### config.mk
export PLATFORM = sky130hd
export DESIGN_NAME = variable_timer
export DESIGN_NICKNAME = d
export VERILOG_FILES = /design/src/rtl/variable_timer_pkg.sv /design/src/rtl/variable_timer_mod_counter.sv /design/src/rtl/variable_timer.sv
export SDC_FILE = /design/constraint.sdc
export NUM_CORES = 1
export LEC_CHECK = 0
export CORE_ASPECT_RATIO = 0.75
export CORE_UTILIZATION = 40
export DETAILED_ROUTE_END_ITERATION = 6
export PLACE_DENSITY = 0.67
export SLEW_MARGIN = 20
export SYNTH_ARGS = -nofsm -noshare
export SYNTH_HDL_FRONTEND = slang
export SYNTH_HIERARCHICAL = 1
export SYNTH_SLANG_ARGS = --single-unit
export TNS_END_PERCENT = 100
### constraint.sdc
create_clock -name clock -period 7.2 [get_ports clock]
set_input_delay 1.8 -clock clock [delete_from_list [all_inputs] [get_ports clock]]
set_output_delay 1.8 -clock clock [all_outputs]
set_load 0.01 [all_outputs]
### src/rtl/variable_timer_pkg.sv
// Shared constants and period arithmetic for the variable-period timer.
package variable_timer_pkg;

  localparam int BASE_PERIOD_MS   = 1000;
  localparam int PERIOD_STEP_MS   = 60;
  localparam int DEFAULT_TICK_DIV = 50000;
  localparam int SIM_TICK_DIV     = 5;

  typedef logic [3:0] speed_t;

  // 16-bit arithmetic keeps 1000 - 60*15 = 100 well clear of any wrap.
  function automatic logic [15:0] period_ms(input speed_t speed);
    return 16'(BASE_PERIOD_MS) - (16'(PERIOD_STEP_MS) * {12'd0, speed});
  endfunction

endpackage

### src/rtl/variable_timer_mod_counter.sv
// Modulo up-counter: counts 0..last while en is high, tc flags the wrap cycle.
module mod_counter
  import variable_timer_pkg::*;
#(
  parameter int WIDTH = 16
) (
  input  logic             clock,
  input  logic             reset,
  input  logic             en,
  input  logic [WIDTH-1:0] last,
  output logic [WIDTH-1:0] count,
  output logic             tc
);

  assign tc = en && (count == last);

  always_ff @(posedge clock or negedge reset) begin
    if (!reset) begin
      count <= '0;
    end else if (en) begin
      count <= (count == last) ? '0 : count + WIDTH'(1);
    end
  end

endmodule

### src/rtl/variable_timer.sv
// Variable-period timer: 1 ms prescaler feeding a ms counter whose length follows Speed.
// Define VARIABLE_TIMER_SIM_FAST_EN to force a prescaler divide of 5 for simulation.
module variable_timer
  import variable_timer_pkg::*;
#(
  parameter int TICK_DIV = DEFAULT_TICK_DIV,
  parameter int MS_W     = 10
) (
  input  logic       clock,
  input  logic       reset,
  input  logic       enable,
  input  logic [3:0] Speed,
  output logic       time_Out
);

`ifdef VARIABLE_TIMER_SIM_FAST_EN
  localparam int EFF_DIV = SIM_TICK_DIV;
`else
  localparam int EFF_DIV = TICK_DIV;
`endif

  localparam int PRE_W = ($clog2(EFF_DIV) > 16) ? $clog2(EFF_DIV) : 16;

  logic [PRE_W-1:0] pre_cnt;
  logic             pre_tc;
  logic [MS_W-1:0]  ms_cnt;
  logic [MS_W-1:0]  ms_last;
  logic             ms_tc;
  speed_t           speed_q;
  logic             period_start;

  // Period length comes from the latched code, so mid-period Speed changes are ignored.
  assign ms_last      = MS_W'(period_ms(speed_q) - 16'd1);
  assign period_start = enable && (pre_cnt == '0) && (ms_cnt == '0);

  mod_counter #(.WIDTH(PRE_W)) u_prescaler (
    .clock (clock),
    .reset (reset),
    .en    (enable),
    .last  (PRE_W'(EFF_DIV - 1)),
    .count (pre_cnt),
    .tc    (pre_tc)
  );

  mod_counter #(.WIDTH(MS_W)) u_ms_counter (
    .clock (clock),
    .reset (reset),
    .en    (pre_tc),
    .last  (ms_last),
    .count (ms_cnt),
    .tc    (ms_tc)
  );

  always_ff @(posedge clock or negedge reset) begin
    if (!reset) begin
      speed_q <= '0;
    end else if (period_start) begin
      speed_q <= Speed;
    end
  end

  // ms_tc already requires enable, so a paused timer can never pulse.
  always_ff @(posedge clock or negedge reset) begin
    if (!reset) begin
      time_Out <= 1'b0;
    end else begin
      time_Out <= ms_tc;
    end
  end

endmodule

[After elaboration in Yosys (flattened, before gate mapping)]
Cells that the tools add are included.
Storage, ports and cells
  bits in read-only memories: 0
  bits in registers: 31
  input bits: 7
  bits in latches: 0
  RAM bits: 0
  memories kept: 0
Operators by class
  shifts and indexed selects: 0
  $lt $le $gt $ge: 0
  mux-type cells: 2
  div/mod/pow operators: 0
  $add $sub $neg: 4
  bitwise logic cells: 0
  $mul: 1
  reduce and logical (&&, ||, !) cells: 6
  equal/unequal tests: 2
Operators with widths (number)
  $add A16 B1 Y16 const B: 1
  $eq A16 B16 Y1 const B: 1
  $logic_not A16 Y1: 1
  $mux W16: 1
  $add A10 B1 Y10 const B: 1
  $eq A10 B10 Y1: 1
  $logic_not A10 Y1: 1
  $mux W10: 1
  $sub A10 B10 Y10 const A: 1
  $sub A10 B2 Y10 const B: 1
  $mul A4 B4 Y8 const A: 1
  $logic_and A1 B1 Y1: 4

[Logic depth before layout (Yosys ltp)]
Gate-level depths: netlist of the first run.
  depth after elaboration: 5
  depth in mapped cells: 14
  depth with buffers taken out: 14

[Modules after synthesis]
Netlist of the first run, hierarchy kept.
Modules (own cells, without submodules)
  mod_counter at u_prescaler: cells each 120, instances 1, area an instance 1123.6 um^2
  variable_timer: cells each 72, instances 1, area an instance 679.4 um^2
  mod_counter at u_ms_counter: cells each 62, instances 1, area an instance 610.6 um^2

[Least setup slack after synthesis of the first run]
OpenSTA, ideal clock, no wires.
  path kind: reg2reg
  start: reg speed_q[1]
  end: reg u_ms_counter.count[1]
  arrival: 3797 ps
  setup slack: 3265 ps
  path buffers: 0
  cell stages (with the launch flop): 13
  cells stage by stage: dfrtp_1 > fa_1 > fa_1 > inv_1 > fa_1 > xor2_1 > or3_4 > nor4b_2 > xnor3_1 > xnor2_1 > nand2_1 > nor4_4 > nor2_1
Between the ends
  cells in the longest elaborated chain, start to end: 5
RTL lines
  start: declaration: RTL line variable_timer.sv:29  | speed_t speed_q;
  start signal: assignment: RTL line variable_timer.sv:58  | speed_q <= Speed;
  $mul A4 B4 Y8: RTL line variable_timer_pkg.sv:13  | return 16'(BASE_PERIOD_MS) - (16'(PERIOD_STEP_MS) * {12'd0, speed});
  $sub A10 B10 Y10: RTL line variable_timer_pkg.sv:13
  $sub A10 B2 Y10: RTL line variable_timer.sv:33  | assign ms_last = MS_W'(period_ms(speed_q) - 16'd1);
  net ms_last[9]: RTL line variable_timer.sv:27  | logic [MS_W-1:0] ms_last;
  $eq A10 B10 Y1: RTL line variable_timer_mod_counter.sv:21  | count <= (count == last) ? '0 : count + WIDTH'(1);
  $mux W10: RTL line variable_timer_mod_counter.sv:21
  end signal: assignment: RTL line variable_timer_mod_counter.sv:21
  end: declaration: RTL line variable_timer_mod_counter.sv:11  | output logic [WIDTH-1:0] count,
The timed path passes the listed nets, and every way through them passes these cells.
A chain may end at the register's enable or synchronous reset.

[Worst setup path after layout of the first run]
  start: reg speed_q[1]
  end: reg u_ms_counter.count[3]
Same word-level chain as after synthesis.

==> results of run 1 <==
synth_stat cells (2+ instances only):
cell	number	share of area
clkbuf_2	2	0.0041
nor2b_1	3	0.0078
buf_2	3	0.0062
o21ai_0	8	0.017
and3_1	4	0.010
nand2_1	15	0.023
xnor2_1	35	0.13
nor3_1	2	0.0041
mux2i_1	2	0.0083
dfrtp_1	31	0.32
nand2b_1	2	0.0052
ha_1	14	0.073
xor2_1	13	0.047
a21oi_1	11	0.023
nor2_1	13	0.020
or2_2	3	0.0078
o311ai_0	2	0.0073
o211ai_1	2	0.0062
inv_1	14	0.022
clkbuf_1	3	0.0047
a21oi_2	2	0.0073
and4_1	2	0.0073
nand3_1	6	0.012
fa_1	4	0.033
nor4_4	2	0.018
a31oi_1	3	0.0078
nand4_1	19	0.049
a21o_1	2	0.0062
nor4_1	8	0.021
buf_6	3	0.014
conb_1	2	0.0031
and4_2	2	0.0083
o22ai_2	2	0.010
worst max path at each step:
stage	to	slack, ns	cells after the start	start
2_1_floorplan	u_ms_counter/count[1]	3.26	12	speed_q[1]
3_5_place_dp	u_ms_counter/count[3]	2.93	12	speed_q[1]
3_3_place_gp	u_ms_counter/count[9]	3.00	12	speed_q[1]
6_report	u_ms_counter/count[3]	2.91	12	speed_q[1]
5_1_grt	u_ms_counter/count[3]	2.65	12	speed_q[1]
4_1_cts	u_ms_counter/count[3]	2.89	12	speed_q[1]
state kept, by name, indices dropped and copies added (netlist names):
signal and count:
u_prescaler/count 16, u_ms_counter/count 10, time_Out 1, speed_q 4
metal layers:
| metal | routed length, microns | vias up | GRT usage |
|---|---|---|---|
| li1 | - | 914 | - |
| met1 | 2540 | 823 | 0.250 |
| met2 | 1910 | 31 | 0.226 |
| met3 | 176 | 4 | 0.0384 |
| met4 | 51 | 0 | 0.0538 |
| met5 | 0 | - | 0 |
power groups by stage:
stage	clock network, mW	registers, mW	logic (mW)
global placement	0	0.212	0.0629
floorplan	0	0.200	0.0625
finish	0.179	0.209	0.0653
CTS	0.184	0.209	0.0659
global route	0.192	0.213	0.0735
detailed placement	0	0.212	0.0646
cells by family after synthesis:
family,share of synthesized area
adder cells (fa/ha/maj),0.106
multiplexers,0.0130
other,0.00311
AND/OR/NAND/NOR,0.217
buffers and inverters,0.0555
XOR/XNOR,0.184
flip-flops,0.321
AO/OA/AOI/OAI,0.101
area by class of cell:
cell class / count / area [sq um] / area share
clock buffer: 6 / 82.6 / 0.0306
timing repair buffer: 10 / 92.6 / 0.0343
clock inverter: 2 / 35.0 / 0.0130
multi-input combinational: 212 / 1560 / 0.579
inverter: 14 / 52.6 / 0.0195
sequential: 31 / 776 / 0.287
tap: 78 / 97.6 / 0.0361
through the flow:
| stage | utilization | power, mW | instances | hold slack [ns] | worst slack, ns |
|---|---|---|---|---|---|
| after floorplan | - | 0.263 | 270 | 0.546 | 3.26 |
| after global placement | 0.443 | 0.275 | 345 | 0.579 | 3.00 |
| after detailed placement | 0.443 | 0.277 | 345 | 0.586 | 2.93 |
| after CTS | 0.463 | 0.459 | 353 | 0.602 | 2.89 |
| after global routing | 0.463 | 0.478 | 353 | 0.639 | 2.65 |
| final | 0.463 | 0.454 | 353 | 0.604 | 2.91 |
critical path, stage by stage, from the launching register on:
cell and delay [ns]:
dfrtp_1 0.46, fa_1 0.55, fa_1 0.58, inv_1 0.08
fa_1 0.45, xor2_1 0.19, or3_4 0.35, nor4b_2 0.29
xnor3_1 0.26, xnor2_1 0.16, nand2_1 0.11, nor4_4 0.55
nor2_1 0.13
==> impl_summary.txt, run 1 <==
----------------------------------------------------
[Floorplanning]
  Y dimension of the die ... 69.3 microns
  Total number of placement rows ... 24
  Top-level I/O count ... 8
  Core region area ... 0.00583 sq mm
  Chip Width ... 91.7 microns
  Floorplan die area ... 0.00635 sq mm
  Initial core utilization ... 0.414

[Final layout]
  Layout Nets ... 299
  Most frequent cells in the layout ... 35 x xnor2_1, 31 x dfrtp_1, 19 x nand4_1
  Proportion of layout cells with a drive suffix above 1 ... 0.102
  Leading cell type in the layout, fill and taps excluded ... xnor2_1
  Summed area of non-filler cells in the final layout ... 0.00270 sq mm
  Relative area change from synthesis to final layout ... 11.9%
  Fill cell count ... 555
  Antenna Cells ... 0

[STA]
  Total negative slack ... 0 ns
  Endpoints failing setup ... 0
  Count of pins over their slew limit ... 0
  Transition time at the pin with the least slew margin ... 0.559 ns
  Number of hold violations in the final report ... 0
  Final period demand of the worst path ... 4.29 ns
  Unrepaired setup endpoints after global routing ... no
  Final period util ... 0.596
  Max_slew headroom ... 0.624
  Worst Clk Skew ... 0.00464 ns
  Peak clock frequency supported by timing ... 233 MHz

[Clocking]
  Post-cts sizing count ... 0
  Post-CTS setup buffer count ... 0
  Clk Latency, worst-skew pair ... 0.28 ns
  Maximum number of buffers from clock root to sink ... 2
  Hold buffers post-CTS ... 0
  Clock Sinks ... 31
  Clock buffer count from CTS ... 5
  Clock tree from TritonCTS ... done
  Deepest level of the CTS H-tree ... 2
  Clock-pin slew of the registers on the worst-case setup and hold paths ... 0.07 ns
  Clock root buffer ... clkbuf_8

[Min path]
  Endpoint, Worst Hold ... u_ms_counter/count[9]
  Worst min path class ... flop to flop
  Worst hold stages ... 2
  Hold path start ... u_ms_counter/count[9]

[Power and ir drop]
  Sw frac ... 0.275
  Power share of the clock group ... 0.395
  P_int ... 0.329 mW
  Part of the power in combinational logic ... 0.144
  Switching power ... 0.125 mW
  Part of the total power dissipated in sequential elements ... 0.461
  Cell leakage power ... 1.15 nW
  Power density of the placed cells ... 168 mW/mm^2
  Peak supply drop ... 0.0000727 V

[Synth]
  Post-synthesis average cell area ... 9.50 sq um
  Count of yosys warnings during synthesis ... 6
  Combined area of all synthesized cells ... 0.00241 sq mm
  Async S/R FF share, synth ... 1.00
  Post-synthesis sequential area ratio ... 0.321
  Count of unique library cells instantiated by Yosys ... 48
  Number of synthesized flops with an enable pin ... 0
  Top_reg_cell synth ... dfrtp_1
  Post-synthesis sequential element count ... 31
  Synthesized instance count ... 254

[Critical path]
  Endpoint of the worst-slack reg-to-reg timing path ... u_ms_counter/count[3]
  R2R Path Start ... speed_q[1]
  Depth of the most critical reg-to-reg path ... 12
  Worst setup SP type ... flop
  CP required ... 7.34 ns
  Worst setup path category ... flop to flop
  Setup slack on the worst flop-to-flop path ... 2.91 ns
  Top fanout value on the critical path ... 10
  CP Data Arrival Time ... 4.43 ns
  Endpoint class of the critical path ... flop

[Global route]
  Global-route congestion overflow total ... 0
  Global-route wire length before repair ... 8210 microns
  Initial antenna violation count ... 0
  Number of global-route vias before repair ... 1717
  Pin count of the biggest net entering global routing ... 32
  Total track usage ... 0.164

[Run status]
  Outcome ... finished clean

[Route]
  Average wire per standard cell ... 13.2 microns
  Detailed-route wire length ... 4670 microns
  Number of detailed-route iterations in the first pass ... 4
  Number of vias in the routed layout ... 1772
  Post-detailed-route count of antenna-violating nets ... 0
  Via density per instance ... 5.02
  Post-route DRC violation count ... 0
  Starting DRC count in detailed routing ... 127

[Placed design]
  Number of port buffers ... 7
  Detailed Place HPWL ... 3350 microns
  Instance area at placement ... 0.00258 sq mm
  GP Congestion ... 0.840

[Flow run]
  Total of max-cap violations ... 0

----------------------------------------------------
(Power assumes the default switching activity.)
==> inputs of run 2 (changes only) <==
--- a/config.mk
+++ b/config.mk
@@ -8,7 +8,7 @@
 export CORE_ASPECT_RATIO = 0.75
 export CORE_UTILIZATION = 40
 export DETAILED_ROUTE_END_ITERATION = 6
-export PLACE_DENSITY = 0.67
+export PLACE_DENSITY = 0.69
 export SLEW_MARGIN = 20
 export SYNTH_ARGS = -nofsm -noshare
 export SYNTH_HDL_FRONTEND = slang
==> constraint.sdc (replaced) <==
create_clock -name clock -period 3.5 [get_ports clock]
set_input_delay 0.875 -clock clock [delete_from_list [all_inputs] [get_ports clock]]
set_output_delay 0.875 -clock clock [all_outputs]
set_load 0.01 [all_outputs]
==> impl_summary.txt, run 2 (synthesis gave the netlist of run 1 again) <==
----------------------------------------------------
[Critical path]
  CP Data Arrival Time ... 3.96 ns
  CP required ... 3.67 ns
  Setup slack on the worst flop-to-flop path ... -0.28 ns
  Top fanout value on the critical path ... 10
  Worst setup path category ... flop to flop
  CP Launch Point ... speed_q[3]
  CP endpoint ... u_ms_counter/count[9]
  R2R Path Start ... speed_q[3]
  Endpoint class of the critical path ... flop
  Endpoint of the worst-slack reg-to-reg timing path ... u_ms_counter/count[9]
  Worst setup SP type ... flop
  Depth of the most critical reg-to-reg path ... 13

[Clocking]
  Clock Sinks ... 31
  Clock tree from TritonCTS ... done
  Clock root buffer ... clkbuf_8
  Clk Latency, worst-skew pair ... 0.29 ns
  Deepest level of the CTS H-tree ... 2
  Hold buffers post-CTS ... 0
  Maximum number of buffers from clock root to sink ... 2
  Clock-pin slew of the registers on the worst-case setup and hold paths ... 0.06 ns
  Clock buffer count from CTS ... 5

[Floorplanning]
  Chip Width ... 91.7 microns
  Top-level I/O count ... 8
  Initial core utilization ... 0.414
  Core region area ... 0.00583 sq mm
  Total number of placement rows ... 24
  Y dimension of the die ... 69.3 microns
  Floorplan die area ... 0.00635 sq mm

[Route]
  Number of detailed-route iterations in the first pass ... 4
  Average wire per standard cell ... 13.6 microns
  Detailed-route wire length ... 4940 microns
  Starting DRC count in detailed routing ... 83
  Post-detailed-route count of antenna-violating nets ... 0
  Number of vias in the routed layout ... 1886
  Post-route DRC violation count ... 0
  Via density per instance ... 5.18

[STA]
  Endpoints failing setup ... 11
  Worst hold margin ... 0.605 ns
  Count of pins over their slew limit ... 0
  Peak clock frequency supported by timing ... 264 MHz
  Unrepaired setup endpoints after global routing ... yes
  Number of hold violations in the final report ... 0
  Worst path setup slack after routing ... -0.285 ns
  Final period util ... 1.08
  Final period demand of the worst path ... 3.78 ns
  Worst Clk Skew ... 0.00801 ns

[Placed design]
  Instance area at placement ... 0.00267 sq mm
  Number of port buffers ... 7
  Detailed Place HPWL ... 3670 microns
  GP Congestion ... 0.849

[Final layout]
  Final cell utilization of the core ... 0.479
  Top register by number of flip-flops ... u_prescaler/count
  Proportion of layout cells with a drive suffix above 1 ... 0.150
  Fill cell count ... 584
  Most frequent cells in the layout ... 35 x xnor2_1, 31 x dfrtp_1, 19 x nand4_1
  Registers with the most flip-flops ... u_prescaler/count: 16 flops, u_ms_counter/count: 10 flops, speed_q: 4 flops
  Antenna Cells ... 0
  Flip-flop count of the largest register after layout ... 16
  Leading cell type in the layout, fill and taps excluded ... xnor2_1
  Relative area change from synthesis to final layout ... 15.6%
  Summed area of non-filler cells in the final layout ... 0.00279 sq mm
  Layout Nets ... 310

[Power and ir drop]
  Peak supply drop ... 0.000153 V
  Power density of the placed cells ... 302 mW/mm^2
  Cell leakage power ... 1.16 nW
  Post-route total power ... 0.843 mW

[Global route]
  Pin count of the biggest net entering global routing ... 32
  Total track usage ... 0.171
  Global-route congestion overflow total ... 0
  Initial antenna violation count ... 0
  Global-route wire length before repair ... 8510 microns
  Number of global-route vias before repair ... 1810

[Min path]
  Worst min path class ... flop to flop

[Run status]
  Outcome ... finished, violations left
  Failing checks ... setup timing

[Flow run]
  Total of max-cap violations ... 0

----------------------------------------------------
==> run 2: changes by cell type in the layout (fill, tap and decap cells not counted), sizes merged <==
cell / change
buf: +11
bufinv: -1
clkbuf: +1
==> run 2: worst min-delay path by stage <==
stage / start / endpoint / cells after the start
3_3_place_gp: u_prescaler/count[15] / u_prescaler/count[15] / 2
2_1_floorplan: u_prescaler/count[0] / u_prescaler/count[0] / 2
4_1_cts: u_prescaler/count[15] / u_prescaler/count[15] / 2
6_report: u_prescaler/count[15] / u_prescaler/count[15] / 2
3_5_place_dp: u_prescaler/count[15] / u_prescaler/count[15] / 2
5_1_grt: u_prescaler/count[14] / u_prescaler/count[14] / 2
==> run 2: worst max-delay path, stage by stage (launching register included) <==
cell and delay [ns]:
dfrtp_1 0.40, fa_1 0.53, fa_1 0.53, inv_1 0.06, fa_2 0.37, xor2_2 0.16, or3_4 0.34, nor4b_2 0.26
xnor3_1 0.26, xnor2_1 0.14, nand2_1 0.12, nor4_4 0.29, buf_6 0.17, nor2_1 0.05
==> run 2: per-stage QoR <==
step	worst slack (ns)	instances	setup TNS (ns)
2_1_floorplan	-0.263	270	-2.74
3_3_place_gp	-0.220	355	-2.27
3_5_place_dp	-0.303	355	-3.18
4_1_cts	-0.290	364	-2.87
5_1_grt	-0.407	364	-4.16
6_report	-0.285	364	-2.83
==> run 2: what timing repair did <==
action / CTS / global route
pin swaps: 7 / 0
resized for setup: 7 / 0
setup endpoints to repair: 11 / 11
setup buffers: 1 / 0
==> run 2: routing by layer <==
metal / GRT usage / vias up / routed length (microns)
met5: 0 / - / 0
met4: 0.0694 / 0 / 65
met3: 0.0461 / 9 / 206
met2: 0.240 / 40 / 2090
met1: 0.249 / 898 / 2580
li1: - / 939 / -
==> run 2: area by class of cell <==
type / count / area (sq um) / share of cell area
Multi-Input combinational cell: 212 / 1600 / 0.575
Sequential cell: 31 / 776 / 0.278
Timing Repair Buffer: 21 / 179 / 0.0642
Tap cell: 78 / 97.6 / 0.0350
Clock buffer: 7 / 76.3 / 0.0274
Inverter: 14 / 52.6 / 0.0188
Clock inverter: 1 / 5.00 / 0.00179
==> run 2: power breakdown <==
group | leakage (nW) | switching [mW] | total [mW] | internal (mW)
Combinational | 0.722 | 0.0658 | 0.131 | 0.0652
Clock | 0.0422 | 0.138 | 0.277 | 0.139
Sequential | 0.399 | 0.0536 | 0.435 | 0.381
Total | 1.16 | 0.257 | 0.843 | 0.586
==> inputs of run 3 (changes only) <==
--- a/config.mk
+++ b/config.mk
@@ -6,9 +6,9 @@
 export NUM_CORES = 1
 export LEC_CHECK = 0
 export CORE_ASPECT_RATIO = 0.75
-export CORE_UTILIZATION = 40
+export CORE_UTILIZATION = 30
 export DETAILED_ROUTE_END_ITERATION = 6
-export PLACE_DENSITY = 0.69
+export PLACE_DENSITY = 0.57
 export SLEW_MARGIN = 20
 export SYNTH_ARGS = -nofsm -noshare
 export SYNTH_HDL_FRONTEND = slang
==> impl_summary.txt, run 3 (synthesis gave the netlist of run 1 again) <==
----------------------------------------------------
[Global route]
  Total track usage ... 0.135
  Global-route wire length before repair ... 8750 microns
  Number of global-route vias before repair ... 1811
  Initial antenna violation count ... 0
  Pin count of the biggest net entering global routing ... 32
  Global-route congestion overflow total ... 0

[Critical path]
  Worst setup SP type ... flop
  Depth of the most critical reg-to-reg path ... 13
  Endpoint class of the critical path ... flop
  Cells along the critical path ... fa_1, fa_1, inv_1, fa_2, xor2_2, or3_4, nor4b_4, xnor3_1, xnor2_1, nand2_1, nor4_4, buf_6, nor2_1
  Setup slack on the worst flop-to-flop path ... -0.32 ns
  Worst setup path category ... flop to flop
  CP required ... 3.67 ns
  Endpoint of the worst-slack reg-to-reg timing path ... u_ms_counter/count[9]
  R2R Path Start ... speed_q[3]
  Top fanout value on the critical path ... 10
  Cell occurring most often along the worst timing path ... fa_1
  Crit-path max cell delay ... 0.52 ns
  CP Data Arrival Time ... 3.99 ns
  Slowest cell on the critical path ... fa_1

[STA]
  Final period util ... 1.09
  Unrepaired setup endpoints after global routing ... yes
  Worst hold margin ... 0.634 ns
  Peak clock frequency supported by timing ... 262 MHz
  Endpoints failing setup ... 11
  Number of hold violations in the final report ... 0
  Worst Clk Skew ... 0.0113 ns
  Count of pins over their slew limit ... 0
  Final period demand of the worst path ... 3.82 ns
  Total negative slack ... -3.27 ns
  Worst path setup slack after routing ... -0.321 ns

[Floorplanning]
  Top-level I/O count ... 8
  Floorplan die area ... 0.00841 sq mm
  Initial core utilization ... 0.319
  Total number of placement rows ... 27
  Y dimension of the die ... 79.7 microns
  Chip Width ... 106 microns
  Core region area ... 0.00757 sq mm

[Placed design]
  Post-Place Worst Slack ... -0.321 ns
  Number of port buffers ... 7
  GP Congestion ... 0.788
  Instance area at placement ... 0.00271 sq mm
  Detailed Place HPWL ... 3820 microns

[Final layout]
  Layout Nets ... 311
  Summed area of non-filler cells in the final layout ... 0.00283 sq mm
  Proportion of layout cells with a drive suffix above 1 ... 0.153
  Antenna Cells ... 0
  Flip-flop count of the largest register after layout ... 16
  Leading cell type in the layout, fill and taps excluded ... xnor2_1
  Top register by number of flip-flops ... u_prescaler/count
  Registers with the most flip-flops ... u_prescaler/count: 16 flops, u_ms_counter/count: 10 flops, speed_q: 4 flops
  Relative area change from synthesis to final layout ... 17.1%
  Most frequent cells in the layout ... 35 x xnor2_1, 31 x dfrtp_1, 19 x nand4_1

[Route]
  Number of vias in the routed layout ... 1883
  Starting DRC count in detailed routing ... 95
  Via density per instance ... 4.85
  Number of detailed-route iterations in the first pass ... 4
  Post-route DRC violation count ... 0
  Average wire per standard cell ... 13.3 microns
  Post-detailed-route count of antenna-violating nets ... 0
  Detailed-route wire length ... 5160 microns

[Min path]
  Worst hold stages ... 2
  Endpoint, Worst Hold ... u_prescaler/count[14]
  Hold path start ... u_prescaler/count[14]
  Worst min path class ... flop to flop

[Clocking]
  Clock tree from TritonCTS ... done
  Clock buffer count from CTS ... 5
  Post-CTS setup buffer count ... 0
  Hold buffers post-CTS ... 0
  Clk Latency, worst-skew pair ... 0.29 ns
  Deepest level of the CTS H-tree ... 2
  Clock Sinks ... 31
  Clock root buffer ... clkbuf_8
  Maximum number of buffers from clock root to sink ... 2
  Clock-pin slew of the registers on the worst-case setup and hold paths ... 0.07 ns

[Run status]
  Outcome ... finished, violations left
  Failing checks ... setup timing

[Power and ir drop]
  Peak supply drop ... 0.000147 V
  Power density of the placed cells ... 300 mW/mm^2
  Cell leakage power ... 1.18 nW
  Post-route total power ... 0.849 mW

[Flow run]
  Total of max-cap violations ... 0

----------------------------------------------------
run 3: cell count changes in the layout (fill, tap and decap cells not counted), sizes merged:
cell,delta
clkbuf,-1
buf,+1
clkinvlp,+1
run 3: power by group:
part	switching [mW]	internal, mW	total, mW
Clock	0.143	0.139	0.282
Sequential	0.0511	0.381	0.432
Combinational	0.0683	0.0655	0.134
run 3: how the worst max path moves through the flow:
stage                          start                    end  cells after the start
after floorplan           speed_q[3]  u_ms_counter/count[1]                     12
after global placement    speed_q[3]  u_ms_counter/count[0]                     14
after detailed placement  speed_q[3]  u_ms_counter/count[6]                     13
after CTS                 speed_q[3]  u_ms_counter/count[8]                     13
after global routing      speed_q[3]  u_ms_counter/count[8]                     13
final                     speed_q[3]  u_ms_counter/count[9]                     13
run 3: final cells by class:
type | count | area, sq um
Sequential cell | 31 | 776
Inverter | 14 | 52.6
Tap cell | 101 | 126
Timing Repair Buffer | 22 | 186
Fill cell | 796 | 4740
Clock buffer | 6 | 72.6
Multi-Input combinational cell | 212 | 1600
Clock inverter | 2 | 12.5
run 3: metrics by stage:
stage / instances / utilization
3_5_place_dp: 380 / 0.358
5_1_grt: 388 / 0.373
6_report: 388 / 0.373
4_1_cts: 388 / 0.370
2_1_floorplan: 270 / -
3_3_place_gp: 380 / 0.358
run 3: what timing repair did:
action	in CTS	in global routing
pin swaps	0	1
gates resized for setup	2	5
endpoints found under the setup margin	11	11
gates cloned	0	0
run 3: worst max-delay path, delay by kind of cell (launching register included):
kind,cells,cell delay [ns]
DFF,1,0.40
xor gates and xnor gates,3,0.56
and+or+nand+nor,5,1.11
buffers and inverters,2,0.24
adders and majority gates,3,1.40
run 3: per-layer routing:
layer  share of wire  global-route usage  vias up
li1                -                   -      935
met1            0.54               0.200      897
met2            0.40               0.188       47
met3           0.052              0.0367        4
met4          0.0083              0.0375        0
met5               0                   0        -
